## config.mk

```make
export PLATFORM = sky130hd
export DESIGN_NAME = scale_arb_mux
export DESIGN_NICKNAME = d
export VERILOG_FILES = /design/src/rtl/scale_arb_mux.sv
export SDC_FILE = /design/constraint.sdc
export NUM_CORES = 1
export LEC_CHECK = 0
export ABC_CLOCK_PERIOD_IN_PS = 1600
export BUFFER_PORTS_ARGS = -buffer_cell sky130_fd_sc_hd__buf_4
export CORE_MARGIN = 4
export CORE_UTILIZATION = 41
export DETAILED_ROUTE_END_ITERATION = 10
export GPL_ROUTABILITY_DRIVEN = 0
export PLACE_DENSITY = 0.76
export SETUP_SLACK_MARGIN = 0.5
export SLEW_MARGIN = 40
export SYNTH_ARGS = -nofsm -noshare
export SYNTH_HDL_FRONTEND = slang
export SYNTH_SLANG_ARGS = --single-unit
```

## constraint.sdc

```tcl
create_clock -name CLK -period 1.6 [get_ports CLK]
set_clock_uncertainty 0.05 [all_clocks]
set_input_delay 0.08 -clock CLK [delete_from_list [all_inputs] [get_ports CLK]]
set_output_delay 0.08 -clock CLK [all_outputs]
set_load 0.01 [all_outputs]
```

## src/rtl/scale_arb_mux.sv

```systemverilog
// scale_arb_mux: CHANNELS x SIZE-bit stream mux with round-robin or forced
// select, valid/ready on every port, and a one-beat registered output.
//
// Ports:
//   CLK, RST          rising-edge clock, synchronous active-high reset
//   IN_DATA           channel k in bits [k*SIZE +: SIZE]
//   IN_VALID/IN_READY per-channel handshake (IN_READY is combinational)
//   MODE, SEL         0 = round-robin, 1 = forced channel SEL
//   OUT_DATA/OUT_CH   registered beat and its source channel
//   OUT_VALID/READY   output handshake
module scale_arb_mux #(
   parameter int SIZE     = 8,
   parameter int CHANNELS = 4,
   parameter int SEL_W    = 2
) (
   input  logic                     CLK,
   input  logic                     RST,
   input  logic [CHANNELS*SIZE-1:0] IN_DATA,
   input  logic [CHANNELS-1:0]      IN_VALID,
   output logic [CHANNELS-1:0]      IN_READY,
   input  logic                     MODE,
   input  logic [SEL_W-1:0]         SEL,
   output logic [SIZE-1:0]          OUT_DATA,
   output logic                     OUT_VALID,
   input  logic                     OUT_READY,
   output logic [SEL_W-1:0]         OUT_CH
);

   logic [SEL_W-1:0] last;
   logic [SEL_W-1:0] grant;
   logic             grant_vld;
   logic             load;
   logic             xfer;
   logic [SIZE-1:0]  grant_data;
   int               idx;

   // Round-robin searches upward from the channel after the last winner.
   // Forced mode only grants an in-range SEL; out-of-range SEL grants nothing.
   always_comb begin
      grant_vld = 1'b0;
      grant     = '0;
      idx       = 0;
      if (!MODE) begin
         for (int i = 1; i <= CHANNELS; i++) begin
            idx = (int'(last) + i) % CHANNELS;
            if (!grant_vld && IN_VALID[idx]) begin
               grant_vld = 1'b1;
               grant     = SEL_W'(idx);
            end
         end
      end else begin
         for (int k = 0; k < CHANNELS; k++) begin
            if (SEL == SEL_W'(k) && IN_VALID[k]) begin
               grant_vld = 1'b1;
               grant     = SEL;
            end
         end
      end
   end

   // The output slot can take a beat when empty or draining this cycle.
   assign load = !OUT_VALID || OUT_READY;
   assign xfer = grant_vld && load && !RST;

   always_comb begin
      IN_READY   = '0;
      grant_data = '0;
      for (int k = 0; k < CHANNELS; k++) begin
         IN_READY[k] = xfer && (grant == SEL_W'(k));
         if (grant == SEL_W'(k))
            grant_data = IN_DATA[k*SIZE +: SIZE];
      end
   end

   always_ff @(posedge CLK) begin
      if (RST) begin
         OUT_VALID <= 1'b0;
         OUT_DATA  <= '0;
         OUT_CH    <= '0;
         last      <= SEL_W'(CHANNELS - 1);
      end else if (xfer) begin
         OUT_VALID <= 1'b1;
         OUT_DATA  <= grant_data;
         OUT_CH    <= grant;
         last      <= grant;
      end else if (OUT_READY) begin
         OUT_VALID <= 1'b0;
      end
   end

endmodule

```

# ---- Word level (Yosys, flattened, before mapping)
# Index checks and enable logic that the tools add are counted.
dict set report op_classes {
  n_lt_le_gt_ge 4
  n_addsub 4
  n_reduce_logical 26
  n_mux 39
  bitwise 4
  n_eq_ne 6
}
# op count
set op_table {}
lappend op_table {{$mux W8} 4}
lappend op_table {{$mux W1} 22}
lappend op_table {{$mux W2} 9}
lappend op_table {{$lt A3 B4 Y1 const B} 4}
lappend op_table {{$logic_and A1 B1 Y1} 13}
lappend op_table {{$bmux W1 S2} 4}
lappend op_table {{$eq A2 B2 Y1 const B} 4}
lappend op_table {{$reduce_or A2 Y1} 4}
lappend op_table {{$logic_not A1 Y1} 5}
lappend op_table {{$add A2 B1 Y2 const B} 2}
lappend op_table {{$add A2 B2 Y2 const B} 2}
lappend op_table {{$and A1 B1 Y1 const A} 4}
lappend op_table {{$eq A2 B1 Y1 const B} 2}
lappend op_table {{$logic_not A2 Y1} 2}
lappend op_table {{$reduce_bool A2 Y1} 1}
lappend op_table {{$logic_or A1 B1 Y1} 1}
dict set report word_totals {
  out_inout_bits 15
  regBits 13
}

# ---- Longest topological paths before layout
# Gate-level depths: netlist of the first run.
dict set report logic_depth {
  depth_word 25
  depth_mapped 9
}

# ---- Least setup slack after synthesis of the first run
# No wires, ideal clock.
dict set report synth_path {
  kind {reg-to-output}
  startpoint {register last[0]}
  endpoint {output port IN_READY[0]}
  required_time_ns 1.470
  path_buffers 3
  arrival_time_ns 1.605
  path_stages_with_launch 9
  path_slack_ns -0.135
  path_cell_list {dfxtp_1 > buf_4 > nor2b_1 > o211ai_2 > o31ai_1 > a211o_1 > buf_6 > buf_2 > nor3_2}
}
dict set report synth_between {
  elab_chain_len 21
  elab_cells_between_ends 39
  classes_between {add/sub: 4; mux: 25; reduce/logical: 10}
}
# item line_no
set synth_rtl {}
lappend synth_rtl {{start: declaration} 29} ;# logic [SEL_W-1:0] last;
lappend synth_rtl {{start signal: assignment} 80} ;# last <= SEL_W'(CHANNELS - 1);
lappend synth_rtl {{start signal: assignment} 85} ;# last <= grant;
lappend synth_rtl {{$add A2 B1 Y2} 45} ;# idx = (int'(last) + i) % CHANNELS;
lappend synth_rtl {{$bmux W1 S2} 46} ;# if (!grant_vld && IN_VALID[idx]) begin
lappend synth_rtl {{$mux W1 (not written as such) (2 in series)} 46}
lappend synth_rtl {{$mux W1} 46}
lappend synth_rtl {{$mux W1} 43} ;# if (!MODE) begin
lappend synth_rtl {{$logic_not A1 Y1} 46}
lappend synth_rtl {{$logic_and A1 B1 Y1} 46}
lappend synth_rtl {{$mux W1} 46}
lappend synth_rtl {{[3 not listed]} n/a}
lappend synth_rtl {{$mux W1} 46}
lappend synth_rtl {{$mux W1} 43}
lappend synth_rtl {{$logic_not A1 Y1} 46}
lappend synth_rtl {{$logic_and A1 B1 Y1} 46}
lappend synth_rtl {{$mux W1} 46}
lappend synth_rtl {{$mux W1} 43}
lappend synth_rtl {{$logic_and A1 B1 Y1 (2 in series)} 63} ;# assign xfer = grant_vld && load && !RST;
lappend synth_rtl {{$logic_and A1 B1 Y1 (*)} 69} ;# IN_READY[k] = xfer && (grant == SEL_W'(k));
lappend synth_rtl {{end: declaration} 20} ;# output logic [CHANNELS-1:0] IN_READY,
# Every way passes the cells marked *; elsewhere a longest branch is shown, timed or not. The select of a mux whose other input is x is not followed.

# ---- Final worst setup path of the first run
dict set report layout_path {
  startpoint {register last[0]}
  endpoint {output port IN_READY[1]}
}
# Same word-level chain as after synthesis.

==> metrics.txt, run 1 <==
Synthesized Nets between 150 and 200; first-pass GRT wire length 7090 um; CP startpoint kind flip-flop; fin crit share 133%; I/O pins between 50 and 60; Wirelength per Cell between 15 and 20 um; Multi-input gate area 931 sq um; area delta synth->final 81.7%; Filler Cells Inserted 172; ratio of cells with drive above 1 in the final layout 68.8%; Leak Pwr 0.910 nW; PD cells 699 nW/um^2; Global Route Usage Sum approximately a quarter; Critical Path AT 2.00 ns; dpl ws -0.173 ns; CP peak stage delay around 0.39 ns; 1st-pass router iterations 4; most common cell after layout, fill and taps aside buf_4; starting density of the core 44.7%; worst setup margin -0.533 ns; fmax around 0.47 GHz; WS Path Type flip-flop to output port; Tmin final ~2.1 ns; sequential area share after synthesis 22.7%; Nets 258; status finished with violations; CTS tree yes; CP cell instances buf_6, mux2i_1, nand2_1, a21oi_1, a211o_1, nand2b_4, nor2_2, buf_4; Mapped Cells 122; Util after Layout about four fifths; maximum number of pins on one net before global-route repair 17; Yosys warning count 0; # Max-Cap Violations 0; Hold Path Class input pin to flip-flop; final setup violation count 17; worst-path fanout max 5; number of global-route vias before repair 1513; Core Area 2570 sq um; total gr overflow 0; clk root buf clkbuf_4; final wirelength 4660 um; FP Rows 18; Synth Cell Area approximately 1100 sq um; antenna violations before repair 0; syn_area_per_cell 9.40 sq um; peak supply drop 0.000634 V; CTS clk-pin slew, worst paths 0.08 ns; FF/Latch Area 265 sq um; DR iter-0 viols a little under 50; post-DP HPWL 2840 um; RSZ-0062 raised after global routing true; H-tree level count 1; Netlist cell types 34; ANT nets after route 0; Via Count 1408; Post-Place Cells 220; violated checks setup timing; clock buffer depth 2; CTS Sinks 13; post-layout instance count excluding filler cells 245; Die W 60.9 um; # hold bufs at CTS 0; routed vias/inst between 5 and 6; Die H a little over 60 um; number of remaining DRC errors 0; final-report max-slew violation count 0; slowest CP cell dfxtp_4; highest-count cells in the layout ignoring fill and taps 85 x buf_4, 17 x o21a_1, 13 x a211oi_2, 12 x buf_6, 11 x dfxtp_1; Max-slew headroom 75.2%; crit end category output port; Clock Latency Late Sink 0.28 ns; register bit total from synthesis 13; Antenna Diode Count 0; Die Area roughly 3700 sq um; # port buffers between 50 and 60; total CTS buffers 3; CP required 1.47 ns; Least-Margin Pin Slew 0.370 ns; Hold Vio Cnt, Final 0
[stage by stage]
stage	area [sq um]	power, mW	setup TNS (ns)	hold slack [ns]
after global placement	1740	1.03	-1.21	0.305
after global routing	2080	1.53	-8.25	0.0229
final	2080	1.46	-6.84	0.00906
after detailed placement	1740	1.05	-2.15	0.310
after CTS	2020	1.39	-4.68	0.00592
after floorplan	1190	0.772	-0.870	0.233
[power by group]
part	leakage (nW)	total, mW	switching (mW)	internal (mW)
Clock	0.0150	0.216	0.119	0.0970
Sequential	0.108	0.405	0.0339	0.371
Combinational	0.787	0.836	0.390	0.446
Total	0.910	1.46	0.543	0.914
[cell type report]
class                   instances  area share (%)
multi-input cells              96            44.7
repair buffers                 99            39.0
flip-flops and latches         13            12.7
well taps                      30            1.80
clock buffers                   4            1.26
inverters                       3           0.540
[kinds of logic after synthesis]
| logic type | count (synthesis) | share of synthesized area (%) |
|---|---|---|
| AO/OA/AOI/OAI | 63 | 50.6 |
| multiplexers | 5 | 4.47 |
| buffers and inverters | 13 | 7.74 |
| AND/OR/NAND/NOR | 28 | 14.5 |
| flip-flops | 13 | 22.7 |
[per-layer routing]
metal,up-vias,global-route usage [%],share of wire (%)
met5,-,0,0
met4,0,12.1,2.6
met3,14,6.60,5.8
met2,54,44.1,52
met1,681,29.6,39
li1,659,-,-
[critical path, delay by kind of cell (launching register included)]
| kind | cells | cell delay (ns) |
|---|---|---|
| flops | 1 | 0.39 |
| buf+inv | 2 | 0.26 |
| mux | 1 | 0.28 |
| compound gates | 2 | 0.46 |
| simple gates | 3 | 0.33 |
[what timing repair did]
action / in CTS / in global routing
setup endpoints to repair: 17 / 17
pin swaps: 20 / 4
gates resized for setup: 26 / 9
buffers inserted: 17 / 4
hold endpoints to repair: 0 / 0
[final timing paths]
path	from	end	slack [ns]	depth (start not counted)
hold / removal	RST	OUT_CH[0]$_SDFFE_PP0P_	0.009	2
setup reg to reg	last[0]$_SDFFE_PP1P_	OUT_CH[1]$_SDFFE_PP0P_	-0.48	10
setup / recovery	last[0]$_SDFFE_PP1P_	IN_READY[1]	-0.53	8
hold reg to reg	OUT_CH[0]$_SDFFE_PP0P_	OUT_CH[0]$_SDFFE_PP0P_	0.43	2
[synth_stat cells]
cell type | n | area (sq um)
a31oi_1 | 1 | 6.26
o2bb2ai_1 | 1 | 8.76
a211o_1 | 1 | 8.76
dfxtp_1 | 13 | 260
a211oi_1 | 8 | 60.1
inv_2 | 1 | 3.75
a211oi_4 | 1 | 20.0
nand2_1 | 6 | 22.5
buf_2 | 2 | 10.0
o21ai_0 | 1 | 5.00
clkbuf_1 | 2 | 7.51
nor2_4 | 1 | 11.3
nand2b_1 | 3 | 18.8
nand3b_1 | 8 | 60.1
buf_6 | 4 | 45.0
o21ai_1 | 2 | 10.0
nor3_2 | 2 | 20.0
mux2_1 | 1 | 11.3
a2bb2oi_1 | 1 | 8.76
o211ai_1 | 2 | 15.0
a211oi_2 | 9 | 113
nor3_1 | 1 | 5.00
o31ai_2 | 8 | 100
nor2_1 | 6 | 22.5
o211ai_2 | 1 | 12.5
o221ai_2 | 2 | 30.0
o21a_1 | 17 | 128
mux2i_1 | 4 | 40.0
a21oi_1 | 5 | 25.0
o31ai_1 | 1 | 7.51
buf_4 | 2 | 15.0
a21boi_2 | 2 | 22.5
inv_1 | 2 | 7.51
nor2b_1 | 1 | 6.26
[registers in the layout, indices dropped and copies added, names as in the netlist]
| signal | cells |
|---|---|
| OUT_VALID | 1 |
| OUT_DATA | 8 |
| OUT_CH | 2 |
| last | 2 |
Note: power is estimated with default switching activity, not from simulation.
==> inputs of run 2 (changes only) <==
- CORE_UTILIZATION: 41 -> 30
- PLACE_DENSITY: 0.76 -> unset
==> metrics.txt, run 2 (synthesis gave the netlist of run 1 again) <==
Die H around 70 um; fin crit share 123%; post-DP HPWL roughly 2800 um; Die Area just under 5000 sq um; ANT nets after route 0; Util after Layout 58.7%; number of global-route vias before repair 1369; clk root buf clkbuf_8; 1st-pass router iterations 4; final-report max-slew violation count 0; Hold Vio Cnt, Final 0; worst setup margin -0.370 ns; Tmin final 1.97 ns; CP required roughly 1.5 ns; highest-count cells in the layout ignoring fill and taps 76 x buf_4, 17 x o21a_1, 16 x a211oi_2, 11 x dfxtp_1, 8 x nand3b_1; maximum number of pins on one net before global-route repair 18; Largest register FFs 8; Worst R2R Setup Slack -0.34 ns; Clock Latency Late Sink 0.24 ns; CP startpoint kind flip-flop; clock buffer depth 2; Critical Path AT between 1.5 and 2 ns; violated checks setup timing; I/O pins 57; Pwr Total approximately 1.5 mW; total gr overflow 0; Antenna Diode Count 0; number of remaining DRC errors 0; dpl ws -0.220 ns; ratio of cells with drive above 1 in the final layout slightly above 70%; Global Route Usage Sum 15.8%; WS Path Type flip-flop to output port; DR iter-0 viols 37; # port buffers 56; starting density of the core 31.1%; largest reg by FF count OUT_DATA; Nets 248; FP Rows 22; Max-slew headroom around two thirds; CTS Sinks 13; Leak Pwr 0.907 nW; Hold Path Class input pin to flip-flop; Core Area 3690 sq um; CTS clk-pin slew, worst paths 0.06 ns; Hold Slack 0.0661 ns; peak supply drop approximately 0.00042 V; RSZ-0062 raised after global routing true; routed vias/inst 5.19; CP cell instances buf_6, mux2i_4, nand2_1, a21oi_2, a211o_4, buf_12, nor3_4, buf_6; antenna violations before repair 0; H-tree level count 1; Least-Margin Pin Slew slightly above 0.5 ns; Cell Area, Placed 1760 sq um; final wirelength 4060 um; total CTS buffers 3; worst-path fanout max 6; Die W 69.8 um; Via Count 1313; area delta synth->final 88.7%; status finished with violations; CTS tree yes; Wirelength per Cell 16.0 um; final setup violation count 17; Largest regs OUT_DATA (8), OUT_CH (2), last (2); crit end category output port; PD cells 703 nW/um^2; # hold bufs at CTS 0; fmax roughly 0.5 GHz; CP peak stage delay between 0.3 and 0.4 ns; slowest CP cell a211o_4; # Max-Cap Violations 0; most common cell after layout, fill and taps aside buf_4; cell repeated most along the worst path buf_6; first-pass GRT wire length 6350 um; Finished Cell Area 2160 sq um
[run 2: report_power, final]
group          internal (mW)  switching, mW  total, mW
Clock                  0.176          0.117      0.293
Combinational          0.448          0.377      0.825
Sequential             0.372         0.0319      0.404
[run 2: final timing paths]
path / from / endpoint / depth (start not counted)
worst max-delay path: last[0]$_SDFFE_PP1P_ / IN_READY[2] / 8
worst max register to register: last[0]$_SDFFE_PP1P_ / OUT_DATA[1]$_SDFFE_PP0P_ / 10
worst min register to register: OUT_CH[0]$_SDFFE_PP0P_ / OUT_CH[0]$_SDFFE_PP0P_ / 2
worst min-delay path: RST / OUT_CH[0]$_SDFFE_PP0P_ / 2
[run 2: metal layers]
metal  vias to the layer above  routed length, um  GRT usage, %
li1                        645                  -             -
met1                       625               1590          18.6
met2                        39               2230          29.8
met3                         4                209          3.19
met4                         0                 36          1.91
met5                         -                  0             0
[run 2: through the flow]
stage / std cells / setup TNS [ns]
after floorplan: 122 / -0.870
after global placement: 234 / -2.24
after detailed placement: 234 / -2.64
after CTS: 245 / -4.92
after global routing: 253 / -5.57
final: 253 / -4.64
[run 2: what timing repair did]
action / CTS / global route
gates cloned: 0 / 2
endpoints found under the setup margin: 17 / 17
gates resized for setup: 15 / 29
pin swaps: 11 / 11
setup buffers: 7 / 6
[run 2: worst max-delay path, delay by kind of cell, from the launching register on]
family	cells	cell delay, ns
and+or+nand+nor	2	0.20
muxes	1	0.18
DFF	1	0.36
buffers and inverters	3	0.41
AOI/OAI and AO/OA	2	0.44
[run 2: area by class of cell]
type                            count  area (sq um)
Tap cell                           48          60.1
Fill cell                         309          1520
Inverter                            3          11.3
Sequential cell                    13           265
Multi-Input combinational cell     96           986
Clock buffer                        4          45.0
Timing Repair Buffer               89           797
